`config.mk`:
```
export PLATFORM = sky130hd
export DESIGN_NAME = fifo_reader
export DESIGN_NICKNAME = d
export VERILOG_FILES = /design/src/rtl/fifo_reader.sv
export SDC_FILE = /design/constraint.sdc
export NUM_CORES = 1
export LEC_CHECK = 0
export ABC_AREA = 1
export CAP_MARGIN = 10
export CORE_UTILIZATION = 43
export CTS_BUF_LIST = sky130_fd_sc_hd__clkbuf_4 sky130_fd_sc_hd__clkbuf_8
export DETAILED_ROUTE_END_ITERATION = 12
export GPL_TIMING_DRIVEN = 1
export PLACE_DENSITY = 0.76
export SYNTH_ARGS = -nofsm -noshare
export SYNTH_HDL_FRONTEND = slang
export SYNTH_SLANG_ARGS = --single-unit
```
`constraint.sdc`:
```
create_clock -name clk -period 2.2 [get_ports clk]
set_clock_uncertainty 0.15 [all_clocks]
set_input_delay 0.33 -clock clk [delete_from_list [all_inputs] [get_ports clk]]
set_output_delay 0.33 -clock clk [all_outputs]
set_load 0.01 [all_outputs]
```
`src/rtl/fifo_reader.sv`:
```
// Drains a read-latency-1 FIFO into a 2-entry skid buffer and presents a valid/ready stream.
// rd_en to out_valid is 2 cycles; rd_en is held off once buffered plus in-flight words would exceed 2.
module fifo_reader #(
    parameter int WIDTH = 8
) (
    input  logic             clk,
    input  logic             rst,
    input  logic             empty,
    output logic             rd_en,
    input  logic [WIDTH-1:0] rd_data,
    output logic             out_valid,
    input  logic             out_ready,
    output logic [WIDTH-1:0] out_data
);

    logic [1:0]       r_occ;
    logic             r_inflight;
    logic [WIDTH-1:0] r_head;
    logic [WIDTH-1:0] r_tail;

    logic             w_pop;
    logic             w_cap;
    logic [1:0]       w_occ_after_pop;
    logic [2:0]       w_committed;

    assign w_pop           = out_valid && out_ready;
    assign w_cap           = r_inflight;
    assign w_occ_after_pop = r_occ - {1'b0, w_pop};
    // Words already owned by this block once this cycle's pop leaves.
    assign w_committed     = {1'b0, r_occ} + {2'b00, r_inflight} - {2'b00, w_pop};

    assign rd_en     = !rst && !empty && (w_committed < 3'd2);
    assign out_valid = (r_occ != 2'd0);
    assign out_data  = r_head;

    always_ff @(posedge clk) begin
        if (rst) begin
            r_occ      <= 2'd0;
            r_inflight <= 1'b0;
            r_head     <= '0;
        end else begin
            r_inflight <= rd_en;
            r_occ      <= w_occ_after_pop + {1'b0, w_cap};
            if (w_pop && (r_occ == 2'd2)) begin
                r_head <= r_tail;
            end
            // Capture lands in the head slot only if the buffer is empty after the pop.
            if (w_cap) begin
                if (w_occ_after_pop == 2'd0) begin
                    r_head <= rd_data;
                end else begin
                    r_tail <= rd_data;
                end
            end
        end
    end

endmodule

```
-- Word-level counts from Yosys, hierarchy flattened
Cells that the tools add are included.
- output and inout port bits: 10
- word-level logic and storage cells: 24
- register bits after elaboration: 19
- equality and inequality tests: 1
- magnitude comparators: 1
- add/sub/neg operators: 4
- multiplexer cells: 3
- bitwise logic cells: 2
- reduce and logical (&&, ||, !) cells: 9
- operators with widths (cell ; number):
    $mux W8 ; 3
    $logic_and A1 B1 Y1 ; 4
    $add A2 B1 Y3 ; 1
    $lt A3 B2 Y1 const B ; 1
    $reduce_and A3 Y1 ; 1
    $sub A3 B1 Y3 ; 1
    $add A2 B1 Y2 ; 1
    $eq A2 B2 Y1 const B ; 1
    $logic_not A1 Y1 ; 2
    $logic_not A2 Y1 ; 1
    $not A1 Y1 ; 2
    $reduce_bool A2 Y1 ; 1
    $sub A2 B1 Y2 ; 1

-- Depth between registers and ports, before layout
- word-level depth: 6
- mapped depth: 8
- gate-level depth less buffers: 8

-- Worst setup path after synthesis
OpenSTA, ideal clock, no wires.
- path kind: reg2out
- start point: reg r_occ[1]
- end point: out rd_en
- cell stages (with the launch flop): 9
- path slack: -94 ps
- data required time: 1720 ps
- path buffers: 0
- arrival time: 1814 ps
- cells stage by stage: dfxtp_1 inv_1 nand2_1 nand2_1 nor2_1 o21ai_0 fa_1 nand2_1 nor3_1
- longest elaborated chain between the ends: 5
- elaborated cells between the ends (all ways): 6
- classes of those cells: 2 x add/sub; 1 x order compare; 3 x reduce/logical
- ends and longest elaborated chain (item ; RTL line ; RTL):
    start, declared ; 16 ; logic [1:0] r_occ;
    start signal, assigned ; 43 ; r_occ <= w_occ_after_pop + {1'b0, w_cap};
    $reduce_bool A2 Y1 ; 33 ; assign out_valid = (r_occ != 2'd0);
    via out_valid ; 11 ; output logic out_valid,
    $logic_and A1 B1 Y1 ; 26 ; assign w_pop = out_valid && out_ready;
    $sub A3 B1 Y3 ; 30 ; assign w_committed = {1'b0, r_occ} + {2'b00, r_inflight} - {2'b00, w_pop};
    $lt A3 B2 Y1 ; 32 ; assign rd_en = !rst && !empty && (w_committed < 3'd2);
    $logic_and A1 B1 Y1 ; 32 ;
    end, declared ; 9 ; output logic rd_en,
The timed path passes the listed nets, and every way through them passes these cells.

-- Worst setup path after layout
- start point: reg r_occ[0]
- end point: out rd_en
- longest elaborated chain between the ends: 5
- elaborated cells between the ends (all ways): 6
- classes of those cells: 2 x add/sub; 1 x order compare; 3 x reduce/logical
- ends and longest elaborated chain (item ; RTL line):
    branches (longest 2 deep; another with $add A2 B1 Y3) ; n/a
    $sub A3 B1 Y3 (*) ; 30
    $lt A3 B2 Y1 (*) ; 32
    $logic_and A1 B1 Y1 (*) ; 32
Mark *: on every way between the ends.

==> summary.md <==
| Metric | Value |
|---|---|
| Final Hold Fails | `0` |
| Ys Warns | `0` |
| Final setup margin | `-0.149 ns` |
| Global-route wire length before repair | `between 3000 and 4000 um` |
| Violated checks | `negative setup slack` |
| Crit-path slowest cell | `fa_1` |
| DIE HEIGHT | `50.8 um` |
| Total power | `783 uW` |
| Normalized max-slew margin | `between 70% and 80%` |
| Status | `complete, but fails checks` |
| PwrDens | `557 nW/um2` |
| WL per Instance | `12.0 um` |
| Area Growth Syn to Fin | `37.2%` |
| Die area | `2580 um2` |
| Sequential area share after synthesis | `44.9%` |
| Largest net degree at the start of global routing | `12` |
| Int Pwr | `569 uW` |
| Vias per inst | `about 4.8` |
| Finished Core Util | `between 60% and 70%` |
| Final HPWL DP | `1540 um` |
| Max-cap violations | `0` |
| Clock Latency Late Sink | `0.30 ns` |
| Number of diodes | `0` |
| H-tree levels | `1` |
| FMAX | `between 400 and 500 MHz` |
| VDD IR max | `374 uV` |
| Total GRT Usage | `19.9%` |
| Cells after Synth | `roughly 130` |
| Final nets | `approximately 180` |
| CORE AREA | `2230 um2` |
| Total grt overflow | `0` |
| Routability cong. | `roughly 0.8` |
| Num Clock Sinks | `19` |
| Crit path launch type | `register` |
| Setup-failing EPs final | `1` |
| Initial DRC count | `19` |
| Switching share of power | `between 20% and 30%` |
| Synthesized flop and latch total | `19` |
| Capturing element type of the critical path | `output pin` |
| Cell Area, Synth | `between 1000 and 1500 um2` |
| PortBufs | `21` |
| Unrepaired setup endpoints after global routing | `yes` |
| Clk pwr share | `24.1%` |
| Hold crit path type | `reg -> reg` |
| Fraction of layout cells with a size suffix above 1 | `around 27%` |
| Filler cell count | `194` |
| Die width | `around 51 um` |
| Initial Util | `45.9%` |
| Worst-path clk slew | `0.11 ns` |
| Crit-path cells | `inv_2, nand2_4, nand2_4, nor2_4, o21ai_2, fa_1, nand2_2, nor3_2, buf_2` |
| CTS tree | `built` |
| Core Rows | `17` |
| Avg Inst Size Synth | `between 8 and 9 um2` |
| Arrival time worst endpoint | `1.87 ns` |
| CP max FO | `3` |
| Vias in the first global route | `886` |
| CTS Root Cell | `clkbuf_4` |
| Commonest non-fill, non-tap cell in the layout | `nand2_1` |
| Post-DRT Antenna Nets | `0` |
| Leakage power figure | `0.000681 uW` |
| Hold slack final | `~0.42 ns` |
| CP Data Required Time | `~1.7 ns` |
| # IOs | `22` |
| Comb power frac | `about a quarter` |
| Non-filler instance count after layout | `189` |
| Fin crit share | `107%` |
| Via count | `approximately 910` |
| Syn_nets | `139` |
| Critical Path Max Stage Delay | `0.52 ns` |
| # DRC | `0` |
| P_sw | `214 uW` |
| Sequential cell fraction of total power | `between 50% and 60%` |
| Initial antenna violation count | `0` |
| Tightest Pin Transition | `between 0.3 and 0.4 ns` |
| CTS Buffer Depth | `2` |
| Slew Limit Fails | `0` |
| Worst setup path class | `reg -> out` |
| Commonest non-fill, non-tap cells in the layout | `nand2_1 (27), inv_1 (19), clkdlybuf4s50_1 (19)` |
| Cell repeated most along the worst path | `nand2_4` |
| Final WL | `2270 um` |
| CTS buffer count | `3` |
| 1st-pass router iterations | `4` |
| DP Cell Count | `179` |
| Final min period | `2.35 ns` |
| Post-synth cell types | `22` |
## power by group through the flow
stage	Combinational [uW]	Clock, uW	Sequential, uW
global placement	176	0	402
floorplan	92.7	0	410
CTS	189	199	395
global route	220	208	397
detailed placement	181	0	403
finish	198	189	396
## worst max-delay path, delay by kind of cell (launching register included)
kind / cells / cell delay, ns
AOI/OAI and AO/OA: 1 / 0.07
and+or+nand+nor: 5 / 0.44
DFF: 1 / 0.35
adders and majority gates: 1 / 0.52
buffers and inverters: 2 / 0.18
## routing by layer
| layer | global-route usage, % | share of wire, % | vias to the layer above |
|---|---|---|---|
| met1 | 24.1 | 43 | 419 |
| met2 | 34.4 | 53 | 17 |
| met3 | 5.65 | 3.0 | 2 |
| met5 | 0 | 0 | - |
| met4 | 5.56 | 0.53 | 0 |
| li1 | - | - | 476 |
## metrics by stage
step	instance area, um2	setup slack, ns	setup TNS (ns)
final	1410	-0.149	-0.149
after global routing	1410	-0.252	-0.252
after detailed placement	1300	-0.772	-0.772
after CTS	1370	-0.199	-0.199
after floorplan	1030	0.0310	0
after global placement	1300	-0.679	-0.679
## logic make-up after synthesis
family	Yosys count	synth area share, %
compound gates	4	2.56
simple gates	71	34.6
fa+ha+maj	2	3.17
xor+xnor	1	0.855
buf+inv	28	13.9
flops	19	44.9
## registers in the layout, summed over array words and instances (netlist names)
register,flops
out_data,8
r_inflight,1
r_occ,2
r_tail,8
## path summary, 6_finish.rpt
kind	start	endpoint	slack, ns	cells after the start
hold reg to reg	out_data[4]	out_data[4]	0.42	4
setup / recovery	r_occ[0]	rd_en	-0.15	9
hold / removal	out_data[4]	out_data[4]	0.42	4
setup reg to reg	r_occ[0]	r_inflight	0.51	8
## cell type report
class / count / area [um2] / area share [%]
Clock buffer: 4 / 30.0 / 2.14
Inverter: 22 / 82.6 / 5.87
Multi-Input combinational cell: 78 / 459 / 32.7
Sequential cell: 19 / 464 / 33.0
Tap cell: 28 / 35.0 / 2.49
Timing Repair Buffer: 38 / 335 / 23.8
## cells in the mapped netlist (all sizes together)
| master | count | area (um2) |
|---|---|---|
| nor3 | 2 | 10.0 |
| nand3 | 2 | 35.0 |
| edfxtp | 8 | 240 |
| clkbuf | 1 | 7.51 |
| dfxtp | 11 | 220 |
| clkinv | 1 | 3.75 |
| o21ai | 1 | 5.00 |
| ha | 1 | 12.5 |
| a21oi | 2 | 13.8 |
| buf | 5 | 52.6 |
| nor2 | 20 | 90.1 |
| xor2 | 1 | 8.76 |
| fa | 1 | 20.0 |
| nand4 | 16 | 100 |
| nand2 | 31 | 119 |
| a211oi | 1 | 7.51 |
| inv | 21 | 78.8 |
## what timing repair did
action                                  4_1_cts  5_1_grt
pin swaps                                     6        2
setup buffers                                 4        2
cloned                                        0        0
hold buffers                                  0        0
resized for setup                            12        6
endpoints found under the setup margin        1        1
No activity file was read; power rests on OpenSTA's default activity.
